### src/rtl/regfile_bist_pkg.sv
// Shared types and pattern helpers for the 32x32 register-file BIST sequencer.
package regfile_bist_pkg;

    localparam int BIST_XLEN = 32;
    localparam int BIST_AW   = 5;
    localparam logic [BIST_XLEN-1:0] PAT_BASE = 32'hA5A5_A500;

    typedef enum logic [2:0] {
        S_IDLE,
        S_WR0,
        S_RD0,
        S_WR1,
        S_RD1,
        S_DONE,
        S_FAIL
    } bist_state_t;

    // Pattern 0 tags each word with its address; pattern 1 is its complement.
    function automatic logic [BIST_XLEN-1:0] bist_pattern(input logic pat,
                                                          input logic [BIST_AW-1:0] idx);
        logic [BIST_XLEN-1:0] p0;
        p0 = PAT_BASE | {{(BIST_XLEN-BIST_AW){1'b0}}, idx};
        return pat ? ~p0 : p0;
    endfunction

    function automatic logic [BIST_XLEN-1:0] bist_expect(input logic pat,
                                                         input logic [BIST_AW-1:0] idx);
        return (idx == '0) ? '0 : bist_pattern(pat, idx);
    endfunction

endpackage

### src/rtl/regfile_bist_ctrl.sv
// BIST sequencer: writes two complementary address-tagged patterns into the
// regfile and reads every entry back on both ports, reporting the first mismatch.
module regfile_bist_ctrl
    import regfile_bist_pkg::*;
#(
    parameter int XLEN = BIST_XLEN,
    parameter int AW   = BIST_AW
) (
    input  logic            i_clk,
    input  logic            i_reset,
    input  logic            i_start,
    output logic            o_busy,
    output logic            o_done,
    output logic            o_pass,
    output logic            o_fail,
    output logic [AW-1:0]   o_fail_addr,
    output logic [XLEN-1:0] o_fail_data,
    output logic            o_we3,
    output logic [AW-1:0]   o_a3,
    output logic [XLEN-1:0] o_wd3,
    output logic [AW-1:0]   o_a1,
    output logic [AW-1:0]   o_a2,
    input  logic [XLEN-1:0] i_rd1,
    input  logic [XLEN-1:0] i_rd2
);

    bist_state_t     r_state, w_state_nxt;
    logic [AW-1:0]   r_idx, w_idx_nxt;
    logic [AW-1:0]   r_fail_addr;
    logic [XLEN-1:0] r_fail_data;

    logic w_wr, w_rd, w_pat, w_last, w_idle, w_clear;
    logic w_mis1, w_mis2;

    assign w_wr    = (r_state == S_WR0) || (r_state == S_WR1);
    assign w_rd    = (r_state == S_RD0) || (r_state == S_RD1);
    assign w_pat   = (r_state == S_WR1) || (r_state == S_RD1);
    assign w_last  = &r_idx;
    assign w_idle  = (r_state == S_IDLE) || (r_state == S_DONE) || (r_state == S_FAIL);
    assign w_clear = w_idle && i_start;

    // Port 2 walks the address space backwards so both ports see every entry.
    assign w_mis1 = w_rd && (i_rd1 != bist_expect(w_pat, r_idx));
    assign w_mis2 = w_rd && (i_rd2 != bist_expect(w_pat, ~r_idx));

    always_comb begin
        w_state_nxt = r_state;
        w_idx_nxt   = r_idx;
        case (r_state)
            S_IDLE, S_DONE, S_FAIL: begin
                if (i_start) begin
                    w_state_nxt = S_WR0;
                    w_idx_nxt   = AW'(1);
                end
            end
            S_WR0, S_WR1: begin
                if (w_last) begin
                    w_state_nxt = (r_state == S_WR0) ? S_RD0 : S_RD1;
                    w_idx_nxt   = '0;
                end else begin
                    w_idx_nxt = r_idx + AW'(1);
                end
            end
            S_RD0, S_RD1: begin
                if (w_mis1 || w_mis2) begin
                    w_state_nxt = S_FAIL;
                end else if (w_last) begin
                    w_state_nxt = (r_state == S_RD0) ? S_WR1 : S_DONE;
                    w_idx_nxt   = (r_state == S_RD0) ? AW'(1) : r_idx;
                end else begin
                    w_idx_nxt = r_idx + AW'(1);
                end
            end
            default: begin
                w_state_nxt = S_IDLE;
                w_idx_nxt   = '0;
            end
        endcase
    end

    always_ff @(posedge i_clk) begin
        if (i_reset) begin
            r_state     <= S_IDLE;
            r_idx       <= '0;
            r_fail_addr <= '0;
            r_fail_data <= '0;
        end else begin
            r_state <= w_state_nxt;
            r_idx   <= w_idx_nxt;
            if (w_clear) begin
                r_fail_addr <= '0;
                r_fail_data <= '0;
            end else if (w_mis1) begin
                r_fail_addr <= r_idx;
                r_fail_data <= i_rd1;
            end else if (w_mis2) begin
                r_fail_addr <= ~r_idx;
                r_fail_data <= i_rd2;
            end
        end
    end

    always_comb begin
        o_we3 = w_wr;
        o_a3  = w_wr ? r_idx : '0;
        o_wd3 = w_wr ? bist_pattern(w_pat, r_idx) : '0;
        o_a1  = w_rd ? r_idx : '0;
        o_a2  = w_rd ? ~r_idx : '0;
    end

    assign o_busy      = w_wr || w_rd;
    assign o_done      = (r_state == S_DONE) || (r_state == S_FAIL);
    assign o_pass      = (r_state == S_DONE);
    assign o_fail      = (r_state == S_FAIL);
    assign o_fail_addr = r_fail_addr;
    assign o_fail_data = r_fail_data;

endmodule

### config.mk
export PLATFORM = sky130hd
export DESIGN_NAME = regfile_bist_ctrl
export DESIGN_NICKNAME = d
export VERILOG_FILES = /design/src/rtl/regfile_bist_pkg.sv /design/src/rtl/regfile_bist_ctrl.sv
export SDC_FILE = /design/constraint.sdc
export NUM_CORES = 1
export LEC_CHECK = 0
export ABC_AREA = 1
export BUFFER_PORTS_ARGS = -buffer_cell sky130_fd_sc_hd__buf_2
export CAP_MARGIN = 25
export CORE_ASPECT_RATIO = 1.2
export CORE_UTILIZATION = 35
export DETAILED_ROUTE_END_ITERATION = 10
export GPL_TIMING_DRIVEN = 1
export PLACE_DENSITY_LB_ADDON = 0.25
export SLEW_MARGIN = 25
export SYNTH_ARGS = -nofsm -noshare
export SYNTH_HDL_FRONTEND = slang
export SYNTH_SLANG_ARGS = --single-unit
### constraint.sdc
create_clock -name i_clk -period 3.2 [get_ports i_clk]
set_clock_uncertainty 0.05 [all_clocks]
set_input_delay 0.32 -clock i_clk [delete_from_list [all_inputs] [get_ports i_clk]]
set_output_delay 0.32 -clock i_clk [all_outputs]
set_load 0.05 [all_outputs]
# == Word level (Yosys, flattened, before mapping) ==
# Cells that the tools add are included.
# totals
register_bits,45
latch_bits,0
ramBits,0
mem_bits_ro,0
input_bits,67
output_inout_bits,89
word_cells,68
mem_count,0
# classes
add_sub_neg,1
multipliers,0
div,0
n_lt_le_gt_ge,0
eq_ne,13
n_shift,0
mux,25
bitwise,3
n_reduce_logical,22
# ops
cell,n
2-to-1 mux 32 bit,7
inequality test 32 bit,2
NOT 32 bit,2
2-to-1 mux 5 bit,10
2-to-1 mux 3 bit,6
case mux 5 bit (3 select lines),1
logical NOT 5 bit,2
equality test 3 bit (second input constant),3
case mux 3 bit (3 select lines),1
logical OR 1 bit,8
equality test 3 x 2 -> 1 bit (second input constant),2
inequality test 2 bit (second input constant),3
inequality test 3 bit (second input constant),2
AND reduction 3 bit,2
OR reduction 2 bit,3
adder 5 x 1 -> 5 bit (second input constant),1
NOT 5 bit,1
AND reduction 5 bit,1
equality test 3 x 1 -> 1 bit (second input constant),1
logical AND 1 bit,3
logical NOT 3 bit,1
OR reduction 3 bit,1
nonzero test 2 bit,1

# == Logic depth before layout (Yosys ltp) ==
# Gate-level depths: netlist (run 1).
# logic_depth
ltp_word,9
mapped_depth,21
ltp_nobuf,19

# == Least setup slack after synthesis (run 1) ==
# OpenSTA, ideal clock, no wires.
# synth_timing
path_kind,reg-to-output
start,register r_state[0]
end,output port o_wd3[10]
t_arrival_ns,3.029
t_required_ns,2.830
slack_ns,-0.199
stages_incl_launch_ff,7
n_path_buf,2
path_cell_list,dfxtp_1 -> inv_1 -> nor2_1 -> inv_1 -> clkbuf_1 -> nor2_1 -> buf_4
# synth_between
elab_cells_between_ends,7
cone_classes,3 x eq/ne; 2 x mux; 2 x reduce/logical
# synth_lines
item,line_no,source
"start, declared",regfile_bist_ctrl.sv:27,"bist_state_t r_state, w_state_nxt;"
"start signal, assigned",regfile_bist_ctrl.sv:88,r_state <= w_state_nxt;
equality test 3 x 1 -> 1 bit / equality test 3 x 2 -> 1 bit (equally long branches),regfile_bist_ctrl.sv:35,assign w_wr = (r_state == S_WR0) || (r_state == S_WR1);
logical OR 1 bit (*),regfile_bist_ctrl.sv:35,
named net o_we3,regfile_bist_ctrl.sv:18,"output logic o_we3,"
2-to-1 mux 32 bit (*),regfile_bist_ctrl.sv:106,"o_wd3 = w_wr ? bist_pattern(w_pat, r_idx) : '0;"
"end, declared",regfile_bist_ctrl.sv:20,"output logic [XLEN-1:0] o_wd3,"
# The timed path passes the listed nets; every way through them passes the cells marked *.

# == Worst setup path in the final report (run 1) ==
# layout_timing
start,register r_idx[1]
end,register r_fail_data[19] (netlist: o_fail_data[19])
# layout_between
elab_chain_len,7
elab_cells_between_ends,15
cone_classes,2 x eq/ne; 5 x mux; 3 x bitwise; 5 x reduce/logical
# layout_lines
item,line_no,source
"start, declared",regfile_bist_ctrl.sv:28,"logic [AW-1:0] r_idx, w_idx_nxt;"
"start signal, assigned",regfile_bist_ctrl.sv:89,r_idx <= w_idx_nxt;
NOT 5 bit,regfile_bist_ctrl.sv:44,"assign w_mis2 = w_rd && (i_rd2 != bist_expect(w_pat, ~r_idx));"
NOT 32 bit,regfile_bist_pkg.sv:23,return pat ? ~p0 : p0;
2-to-1 mux 32 bit,regfile_bist_pkg.sv:23,
2-to-1 mux 32 bit,regfile_bist_pkg.sv:28,"return (idx == '0) ? '0 : bist_pattern(pat, idx);"
inequality test 32 bit,regfile_bist_ctrl.sv:44,
logical AND 1 bit,regfile_bist_ctrl.sv:44,
nonzero test 2 bit (no source line),n/a,
"end signal, assigned",regfile_bist_ctrl.sv:95,r_fail_data <= i_rd1;
"end signal, assigned",regfile_bist_ctrl.sv:98,r_fail_data <= i_rd2;
"end, declared",regfile_bist_ctrl.sv:30,logic [XLEN-1:0] r_fail_data;
# Parallel ways exist; a longest one is shown, timed or not.
# A chain may end at the register's enable or synchronous reset.

==> results of run 1 <==
## where the power goes
group	total (W)	switching, W	internal (W)
sequential	0.000917	0.000141	0.000776
clock	0.000603	0.000233	0.000371
combinational	0.00362	0.00277	0.000854
total	0.00514	0.00314	0.00200
## synth_stat cells (2+ instances only)
library cell and instances:
buf_2 11, buf_6 4, nor2_2 2, buf_1 2
nor2_1 89, nand4_1 32, nand2_4 2, nand3_2 4
nand2_2 5, nor3_1 6, o21ai_0 17, dfxtp_1 45
or2_2 5, clkbuf_1 7, a21oi_1 52, o21ai_1 27
ha_1 3, nand2_1 179, inv_1 80, inv_2 4
buf_4 31, nand3_1 39
## per-stage QoR
| step | power, W | utilization | std cells | setup WS (ps) |
|---|---|---|---|---|
| after floorplan | 0.00393 | - | 657 | 17.4 |
| after global routing | 0.00554 | 0.442 | 907 | 2.91 |
| after CTS | 0.00516 | 0.440 | 907 | 179 |
| final | 0.00514 | 0.442 | 907 | 369 |
| after detailed placement | 0.00454 | 0.424 | 899 | 204 |
| after global placement | 0.00452 | 0.424 | 899 | 322 |
## cells by family (layout without fill, tap and decap cells)
| kind of cell | count (synthesis) | count (layout) | synth area share |
|---|---|---|---|
| AO/OA/AOI/OAI | 101 | 101 | 0.138 |
| XOR/XNOR | 2 | 2 | 0.00467 |
| flip-flops | 45 | 45 | 0.240 |
| buffers and inverters | 140 | 261 | 0.183 |
| AND/OR/NAND/NOR | 366 | 366 | 0.424 |
| adder cells (fa/ha/maj) | 3 | 3 | 0.0100 |
## metal layers
layer	part of all wire	global-route usage	vias up
li1	-	-	2316
met1	0.42	0.279	2015
met2	0.47	0.385	209
met3	0.074	0.0282	33
met4	0.040	0.126	0
met5	0	0	-
## sequential cells by signal, summed over array words and instances (netlist names)
name / flops
o_fail_data: 32
r_idx: 5
o_fail_addr: 5
r_state: 3
## area by class of cell
cell class / instances / area [sq um] / area share
Sequential cell: 45 / 903 / 0.195
Tap cell: 129 / 161 / 0.0349
Clock inverter: 2 / 38.8 / 0.00839
Clock buffer: 6 / 129 / 0.0279
Multi-Input combinational cell: 472 / 2180 / 0.472
Inverter: 85 / 322 / 0.0696
Timing Repair Buffer: 168 / 886 / 0.192
## worst max-delay path, delay by kind of cell (launching register included)
kind,cells,cell delay [ps]
AOI/OAI and AO/OA,2,320
adders and majority gates,2,460
buffers and inverters,3,350
DFF,1,420
and+or+nand+nor,12,1100
## worst max path at each step
stage	startpoint	to	slack [ps]	depth (start not counted)
after global routing	r_idx[1]$_SDFFE_PP0P_	o_fail_data[22]$_SDFFE_PP0P_	3	19
after global placement	r_idx[1]$_SDFFE_PP0P_	o_fail_data[3]$_SDFFE_PP0P_	320	15
after floorplan	r_state[1]$_SDFFE_PP0P_	r_idx[1]$_SDFFE_PP0P_	20	11
after CTS	r_idx[1]$_SDFFE_PP0P_	o_fail_data[19]$_SDFFE_PP0P_	180	19
final	r_idx[1]$_SDFFE_PP0P_	o_fail_data[19]$_SDFFE_PP0P_	370	19
after detailed placement	r_idx[1]$_SDFFE_PP0P_	o_fail_data[19]$_SDFFE_PP0P_	200	19
## repair_timing
item                       4_1_cts  5_1_grt
setup endpoints to repair        0       42
hold buffers                     0        0
resized for setup                0        6
==> key figures, run 1 <==
Setup path
  • Slowest stage delay, CP: 420 ps
  • Path depth of the worst reg2reg path: 19
  • Slowest cell on crit path: dfxtp_2
  • Crit Reg-Reg Startpoint: r_idx[1]$_SDFFE_PP0P_
  • RR Endpoint: o_fail_data[19]$_SDFFE_PP0P_
  • Worst EP arrival: 2960 ps
  • CP max FO: 37
  • CP endpoint kind: flip-flop
  • Flop2flop setup slack: 370 ps
  • Crit path cell chain: ha_1 -> nand2_1 -> nor2_1 -> ha_1 -> inv_2 -> o21ai_0 -> nand2_1 -> nand2_1 -> inv_1 -> nor2_1 -> nand2_1 -> nor2_1 -> nand2_1 -> nor2_1 -> nand2_1 -> nand2_4 -> inv_4 -> o21ai_0 -> nor2_1
  • Kind of critical path: flip-flop to flip-flop
  • CP dominant cell by count: nand2_1
  • Worst Path Required: 3330 ps
  • Startpoint types: flip-flop

Finish
  • Commonest non-fill, non-tap cell in the layout: nand2_1
  • Area grow syn2layout: 23.2%
  • Antenna cell count: 0
  • Fill cells: 1147
  • Layout cells sized above 1: 0.265
  • Most frequent cells in the layout: 179 x nand2_1, 155 x buf_2, 88 x nor2_1
  • Final net count: 847
  • Post-route cell area: 4620 sq um

Global route
  • Vias in the first global route: 4239
  • Largest net degree at the start of global routing: 38
  • Initial antenna violation count: 0
  • All-Layer GR Usage: 0.229
  • First-pass GRT wire length: 19.9 mm
  • Grt ovf: 0

Run
  • Max-Cap Viols: 0

Synthesis
  • Async S/R FF share, synth: 0
  • Count of cell types in the netlist: 33
  • EDFF count, synth: 0
  • Synthesized Nets: 727
  • Synthesized instance count: 657
  • Synth area leader: dfxtp_1
  • Avg Cell Area, Syn: 5.71 sq um
  • Yosys top cell area share: 0.240
  • Mapped cell area: 3750 sq um
  • Sequential fraction of the synthesis area: 0.240
  • Main flop type after synthesis: dfxtp_1
  • Synth area leaders: dfxtp_1 24%, nand2_1 18%, nor2_1 8.9%
  • #FFs+latches synth: 45
  • Synth warnings: 0

Floorplanning
  • Die footprint: 11100 sq um
  • I/O Pins: 156
  • Die W: 96.5 um
  • Core Rows: 41
  • Starting Density: 0.359
  • Die height: 115 um
  • Core Area: 10500 sq um

Timing
  • Fin crit share: 0.885
  • Setup tns final: 0 ps
  • Hold_ws: 263 ps
  • Final setup fails: 0
  • Max Freq: 0.353 GHz
  • Relative slew margins: 0.582
  • Slew Limit Fails: 0
  • Tightest Pin Transition: 624 ps
  • Final Hold Fails: 0
  • Post-layout min period: 2830 ps
  • Setup repair after global routing missed its margin: false

Routing
  • Final WL: 12.3 mm
  • DR vias: 4573
  • # DRC: 0
  • Final ANT Viol Nets: 0
  • WL/cell: 13.6 um
  • First-iteration detailed-routing DRC count: 222
  • Detailed Routing Iterations Pass 1: 5
  • Vias per inst: 5.04

Placement
  • Post-DP Area: 4440 sq um
  • Dpl hpwl: 9.44 mm
  • IO buf count: 155
  • Placer congestion estimate: 0.930

Min path
  • Hold Path Stages: 2
  • Min-Delay Path Class: primary input to flip-flop
  • Min-Delay Endpoint: r_idx[2]$_SDFFE_PP0P_
  • Hold_sp: i_reset

Clock network
  • Inserted Clock Buffers: 5
  • Clock Tree Buf Depth: 2
  • Clock-pin slew on the worst setup and hold paths: 70 ps
  • CTS root buffer: clkbuf_16
  • TritonCTS Sinks: 45
  • Number of setup buffers added after CTS: 0
  • Htree depth: 2
  • CTS tree: yes
  • Clk_lat worst skew: 290 ps

Power and ir drop
  • Leakage: 2.71 nW
  • Worst vdd ir: 909 uV
  • Power per cell area: 1110 nW/um^2

Run status
  • Status: finished, final reports clean
No activity file was read; power rests on OpenSTA's default activity.
==> inputs of run 2 (changes only) <==
==> constraint.sdc (replaced) <==
create_clock -name i_clk -period 2.86 [get_ports i_clk]
set_clock_uncertainty 0.05 [all_clocks]
set_input_delay 0.286 -clock i_clk [delete_from_list [all_inputs] [get_ports i_clk]]
set_output_delay 0.286 -clock i_clk [all_outputs]
set_load 0.05 [all_outputs]
==> run 2 against run 1 <==
Sequential share of layout area shrank 0.20 points; power increased by 12%; fmax increased by 11%; critical endpoint is now o_fail_data[20]$_SDFFE_PP0P_; highest routed layer unchanged.
==> key figures, run 2 (synthesis results as in run 1) <==
Run status
  • Status: finished, final reports clean

Floorplanning
  • Core Rows: 41
  • I/O Pins: 156
  • Starting Density: 0.359
  • Die W: 96.5 um
  • Core Area: 10500 sq um
  • Die height: 115 um
  • Die footprint: 11100 sq um

Routing
  • First-iteration detailed-routing DRC count: 278
  • Final WL: 12.6 mm
  • Detailed Routing Iterations Pass 1: 5
  • DR vias: 4583
  • Vias per inst: 5.01
  • Final ANT Viol Nets: 0
  • WL/cell: 13.8 um
  • # DRC: 0

Finish
  • Commonest non-fill, non-tap cell in the layout: nand2_1
  • Final net count: 855
  • Final Util: 0.446
  • Most frequent cells in the layout: 179 x nand2_1, 155 x buf_2, 87 x nor2_1
  • Area grow syn2layout: 24.3%
  • Fill cells: 1175
  • Reg area: 902 sq um
  • Max reg flops: 32
  • Area taken by multi-input logic gates: 2190 sq um
  • Final Non-Filler Cells: 915
  • Antenna cell count: 0
  • Layout cells sized above 1: 0.277

Setup path
  • RR Endpoint: o_fail_data[20]$_SDFFE_PP0P_
  • Slowest cell on crit path: dfxtp_1
  • Flop2flop setup slack: 300 ps
  • CP dominant cell by count: nand2_1
  • Crit Reg-Reg Startpoint: r_idx[0]$_SDFFE_PP0P_
  • Path depth of the worst reg2reg path: 19
  • CP endpoint: o_fail_data[20]$_SDFFE_PP0P_
  • Worst setup path startpoint: r_idx[0]$_SDFFE_PP0P_
  • Kind of critical path: flip-flop to flip-flop
  • CP endpoint kind: flip-flop
  • Worst EP arrival: 2740 ps
  • Slowest stage delay, CP: 340 ps
  • Startpoint types: flip-flop
  • Crit path cell chain: ha_1 -> nand2_1 -> nor2_1 -> ha_2 -> inv_2 -> o21ai_0 -> nand2_1 -> nand2_1 -> inv_1 -> nor2_1 -> nand2_1 -> nor2_1 -> nand2_1 -> nor2_1 -> nand2_1 -> nand2_4 -> buf_6 -> a21oi_1 -> nor2_1
  • CP max FO: 27
  • Worst Path Required: 3040 ps

Timing
  • Fin crit share: 0.896
  • Tightest Pin Transition: 611 ps
  • Post-layout min period: 2560 ps
  • Hold_ws: 204 ps
  • Worst Setup Slack, final: 298 ps
  • Max Freq: 0.390 GHz
  • Final Hold Fails: 0
  • Slew Limit Fails: 0
  • Relative slew margins: 0.591
  • Setup repair after global routing missed its margin: true
  • Final setup fails: 0

Power and ir drop
  • Tot Pwr: 0.00576 W
  • Flop pwr share: 0.176
  • Pint: 0.00219 W
  • Worst vdd ir: 935 uV
  • Sw Pwr: 0.00357 W
  • Power per cell area: 1230 nW/um^2
  • Leakage: 2.73 nW
  • Clk network pwr share: 0.104
  • Switching Share: 0.619
  • Combinational cell fraction of total power: 0.720

Placement
  • Dpl hpwl: 9.71 mm
  • Placed insts: 905
  • Placer congestion estimate: 0.943
  • Pre-CTS setup slack: 78.8 ps
  • IO buf count: 155

Clock network
  • Clock-pin slew on the worst setup and hold paths: 70 ps
  • Number of hold buffers added after CTS: 0
  • Htree depth: 2
  • CTS tree: yes
  • Clk_lat worst skew: 300 ps
  • CTS root buffer: clkbuf_16
  • Clock Tree Buf Depth: 2
  • TritonCTS Sinks: 45
  • Inserted Clock Buffers: 5

Min path
  • Hold_sp: i_reset
  • Min-Delay Path Class: primary input to flip-flop

Run
  • Max-Cap Viols: 0

Global route
  • All-Layer GR Usage: 0.230
  • Vias in the first global route: 4241
  • Initial antenna violation count: 0
  • Largest net degree at the start of global routing: 38
  • Grt ovf: 0
  • First-pass GRT wire length: 19.8 mm
[run 2: routing by layer]
layer / GRT usage / routed length [um]
met1: 0.277 / 5210
met2: 0.419 / 6370
met3: 0.0295 / 893
met4: 0.0676 / 153
met5: 0 / 0
[run 2: final cells by class]
class | instances | share of cell area
clock inverter | 3 | 0.00456
multi-input combinational | 472 | 0.470
tap | 129 | 0.0346
clock buffer | 5 | 0.0268
timing repair buffer | 176 | 0.202
sequential | 45 | 0.193
inverter | 85 | 0.0695
[run 2: power by group through the flow]
| stage | clock [W] | sequential [W] | combinational (W) |
|---|---|---|---|
| floorplan | 0 | 0.00172 | 0.00269 |
| global placement | 0 | 0.00102 | 0.00405 |
| detailed placement | 0 | 0.00103 | 0.00408 |
| CTS | 0.000615 | 0.00102 | 0.00409 |
| global route | 0.000645 | 0.00105 | 0.00452 |
| finish | 0.000597 | 0.00102 | 0.00415 |
[run 2: worst min path at each step]
stage | to | slack [ps] | depth (start not counted)
after global placement | o_fail_data[29]$_SDFFE_PP0P_ | 440 | 2
final | r_idx[4]$_SDFFE_PP0P_ | 200 | 2
after global routing | r_idx[4]$_SDFFE_PP0P_ | 220 | 2
after detailed placement | o_fail_data[13]$_SDFFE_PP0P_ | 450 | 2
after floorplan | o_fail_data[14]$_SDFFE_PP0P_ | 450 | 4
after CTS | r_idx[4]$_SDFFE_PP0P_ | 200 | 2
[run 2: critical path: cells and delay by family, from the launching register on]
kind                     cells  cell delay (ps)
buffers and inverters        3              400
AND/OR/NAND/NOR             12             1110
adder cells (fa/ha/maj)      2              420
flip-flops                   1              340
AO/OA/AOI/OAI                2              180
[run 2: through the flow]
stage / setup TNS [ps] / area, sq um
finish: 0 / 4670
floorplan: 0 / 3770
global placement: 0 / 4490
detailed placement: 0 / 4490
CTS: 0 / 4630
global route: -72.7 / 4670
[run 2: what timing repair did]
action | CTS | global route
buffers inserted | 0 | 2
resized for setup | 0 | 9
setup endpoints to repair | 0 | 44
==> inputs of run 3 (changes only) <==
--- a/config.mk
+++ b/config.mk
@@ -5,12 +5,12 @@
 export SDC_FILE = /design/constraint.sdc
 export NUM_CORES = 1
 export LEC_CHECK = 0
-export ABC_AREA = 1
 export BUFFER_PORTS_ARGS = -buffer_cell sky130_fd_sc_hd__buf_2
 export CAP_MARGIN = 25
 export CORE_ASPECT_RATIO = 1.2
-export CORE_UTILIZATION = 35
+export CORE_UTILIZATION = 49
 export DETAILED_ROUTE_END_ITERATION = 10
+export GPL_ROUTABILITY_DRIVEN = 0
 export GPL_TIMING_DRIVEN = 1
 export PLACE_DENSITY_LB_ADDON = 0.25
 export SLEW_MARGIN = 25
==> run 3 against run 2 <==
The flow now finishes with violations (negative setup slack); die area shrank 30%; synthesized area shrank 3.0%; critical path depth shrank 5; critical path type unchanged; largest cell class unchanged; largest power group is now sequential cells; highest routed layer unchanged.
==> key figures, run 3 <==
Run status
  • Status: complete, but fails checks
  • Violated checks: negative setup slack

Synthesis
  • Count of cell types in the netlist: 62
  • Synth area leaders: dfxtp_1 25%, o22ai_1 11%, buf_4 5.8%
  • Cell with the most instances after synthesis: o22ai_1
  • Synthesized instance count: 488
  • Mapped cell area: 3640 sq um
  • Yosys top cell area share: 0.247
  • EDFF count, synth: 0
  • Main flop type after synthesis: dfxtp_1
  • Sequential fraction of the synthesis area: 0.247
  • #FFs+latches synth: 45
  • Synth warnings: 0
  • Async S/R FF share, synth: 0
  • Synth top cells by count: 66 x o22ai_1, 50 x nand2_1, 45 x dfxtp_1
  • Avg Cell Area, Syn: 7.46 sq um
  • Synthesized Nets: 558
  • Synth area leader: dfxtp_1

Floorplanning
  • Core Rows: 34
  • Core Area: 7230 sq um
  • Starting Density: 0.503
  • Die height: 96.4 um
  • I/O Pins: 156
  • Die footprint: 7780 sq um
  • Die W: 80.7 um

Clock network
  • Clock Tree Buf Depth: 2
  • Clk_lat worst skew: 300 ps
  • Htree depth: 2
  • Inserted Clock Buffers: 5
  • TritonCTS Sinks: 45
  • CTS tree: yes
  • Clock-pin slew on the worst setup and hold paths: 100 ps
  • CTS root buffer: clkbuf_8
  • Number of hold buffers added after CTS: 0

Power and ir drop
  • Tot Pwr: 0.00149 W
  • Power per cell area: 292 nW/um^2
  • Worst vdd ir: 223 uV
  • Leakage: 2.24 nW

Setup path
  • CP max FO: 6
  • Slowest cell on crit path: dfxtp_4
  • CP dominant cell by count: buf_6
  • Startpoint types: flip-flop
  • Crit Reg-Reg Startpoint: r_idx[0]$_SDFFE_PP0P_
  • Flop2flop setup slack: -40 ps
  • Kind of critical path: flip-flop to flip-flop
  • Worst Path Required: 3040 ps
  • Crit path cell chain: ha_4 -> and3_4 -> ha_4 -> buf_6 -> buf_6 -> nor4bb_4 -> nand3_1 -> o211ai_1 -> and3_4 -> and4_4 -> nor2_4 -> buf_6 -> buf_6 -> a211oi_2
  • Crit path depth: 14
  • CP endpoint kind: flip-flop
  • CP Buf/Inv Count: 4
  • Slowest stage delay, CP: 370 ps
  • Crit path max-delay family: simple AND/OR/NAND/NOR gates
  • Worst setup path startpoint: r_idx[0]$_SDFFE_PP0P_
  • Worst EP arrival: 3080 ps
  • RR Endpoint: o_fail_addr[4]$_SDFFE_PP0P_
  • Path depth of the worst reg2reg path: 14
  • CP endpoint: o_fail_addr[4]$_SDFFE_PP0P_

Min path
  • Hold_sp: i_rd2[27]
  • Min-Delay Path Class: primary input to flip-flop

Global route
  • All-Layer GR Usage: 0.319
  • Vias in the first global route: 4060
  • First-pass GRT wire length: 19.4 mm
  • Grt ovf: 0
  • Largest net degree at the start of global routing: 33
  • Initial antenna violation count: 0

Routing
  • DR vias: 4653
  • First-iteration detailed-routing DRC count: 431
  • WL/cell: 17.7 um
  • Final WL: 13.1 mm
  • Final ANT Viol Nets: 0
  • Detailed Routing Iterations Pass 1: 5
  • # DRC: 0
  • Vias per inst: 6.29

Finish
  • Max reg flops: 32
  • Most frequent cells in the layout: 155 x buf_2, 60 x o22ai_1, 57 x buf_4
  • Commonest non-fill, non-tap cell in the layout: buf_2
  • Post-route cell area: 5100 sq um
  • Final net count: 719
  • Antenna cell count: 0
  • Layout cells sized above 1: 0.440
  • Area grow syn2layout: 40.1%

Placement
  • Pre-CTS setup slack: -269 ps
  • IO buf count: 155
  • Post-DP Area: 4560 sq um
  • Dpl hpwl: 9.22 mm

Timing
  • Final Hold Fails: 0
  • Max Freq: 0.345 GHz
  • Slew Limit Fails: 0
  • Setup repair after global routing missed its margin: true
  • Fin crit share: 1.01
  • Final setup fails: 3
  • Post-layout min period: 2900 ps
  • Relative slew margins: 0.665
  • Hold_ws: 258 ps
  • Setup tns final: -42.9 ps
  • Tightest Pin Transition: 498 ps
  • Worst Setup Slack, final: -41.2 ps

Run
  • Max-Cap Viols: 0
-- run 3: cell count changes in the layout (fill, tap and decap cells not counted), sizes merged, moves of 11 or more --
cell   before  now
inv        86   12
o22ai       1   66
xnor2       1   12
a21oi      52   23
buf       176  222
o21ai      45   13
nor4        0   18
nand4      32   13
nand2     186   50
nor2       91   32
nand3      43   12
-- run 3: logic make-up (layout without fill, tap and decap cells) --
kind of cell             Yosys count  count (layout)  synth area share
AO/OA/AOI/OAI                    149             149             0.270
XOR/XNOR                          16              16            0.0385
adder cells (fa/ha/maj)            3               3            0.0103
buffers and inverters             81             243             0.120
flip-flops                        45              45             0.247
multiplexers                       6               6            0.0165
AND/OR/NAND/NOR                  188             188             0.297
-- run 3: where the power goes --
group	internal [W]	switching [W]	leakage, nW
Clock	0.000263	0.000239	0.0554
Sequential	0.000628	0.00000400	0.365
Combinational	0.000127	0.000226	1.82
Total	0.00102	0.000470	2.24
-- run 3: routing by layer --
metal | track usage | vias to the layer above | share of wire
met5 | 0 | - | 0
met4 | 0.168 | 0 | 0.049
met3 | 0.0441 | 61 | 0.074
met2 | 0.543 | 285 | 0.48
met1 | 0.390 | 2148 | 0.39
li1 | - | 2159 | -
-- run 3: worst reg2reg max path, delay by kind of cell, from the launching register on --
| kind | cells | cell delay [ps] |
|---|---|---|
| compound gates | 2 | 380 |
| buf+inv | 4 | 540 |
| fa+ha+maj | 2 | 350 |
| simple gates | 6 | 1150 |
| flops | 1 | 370 |
-- run 3: stage by stage --
stage,instances,util
2_1_floorplan,488,-
3_3_place_gp,716,0.631
3_5_place_dp,716,0.631
4_1_cts,725,0.657
5_1_grt,740,0.706
6_report,740,0.706
-- run 3: area by class of cell --
| type | count | area [sq um] |
|---|---|---|
| clock buffers | 6 | 72.6 |
| repair buffers | 222 | 1330 |
| flip-flops and latches | 45 | 911 |
| clock inverters | 2 | 38.8 |
| fillers | 587 | 2130 |
| well taps | 90 | 113 |
| multi-input cells | 362 | 2580 |
| inverters | 13 | 52.6 |
-- run 3: worst min-delay path by stage --
stage	end	slack (ps)	cells after the start
2_1_floorplan	o_fail_data[16]$_SDFFE_PP0P_	410	2
5_1_grt	o_fail_data[29]$_SDFFE_PP0P_	250	3
3_5_place_dp	o_fail_data[23]$_SDFFE_PP0P_	410	2
4_1_cts	o_fail_data[16]$_SDFFE_PP0P_	250	3
3_3_place_gp	o_fail_data[23]$_SDFFE_PP0P_	400	2
6_report	o_fail_data[27]$_SDFFE_PP0P_	260	3
-- run 3: timing repair --
item / CTS / global route
setup endpoints to repair: 45 / 45
pin swaps: 3 / 13
gates resized for setup: 15 / 54
gates cloned: 0 / 0
setup buffers: 1 / 16
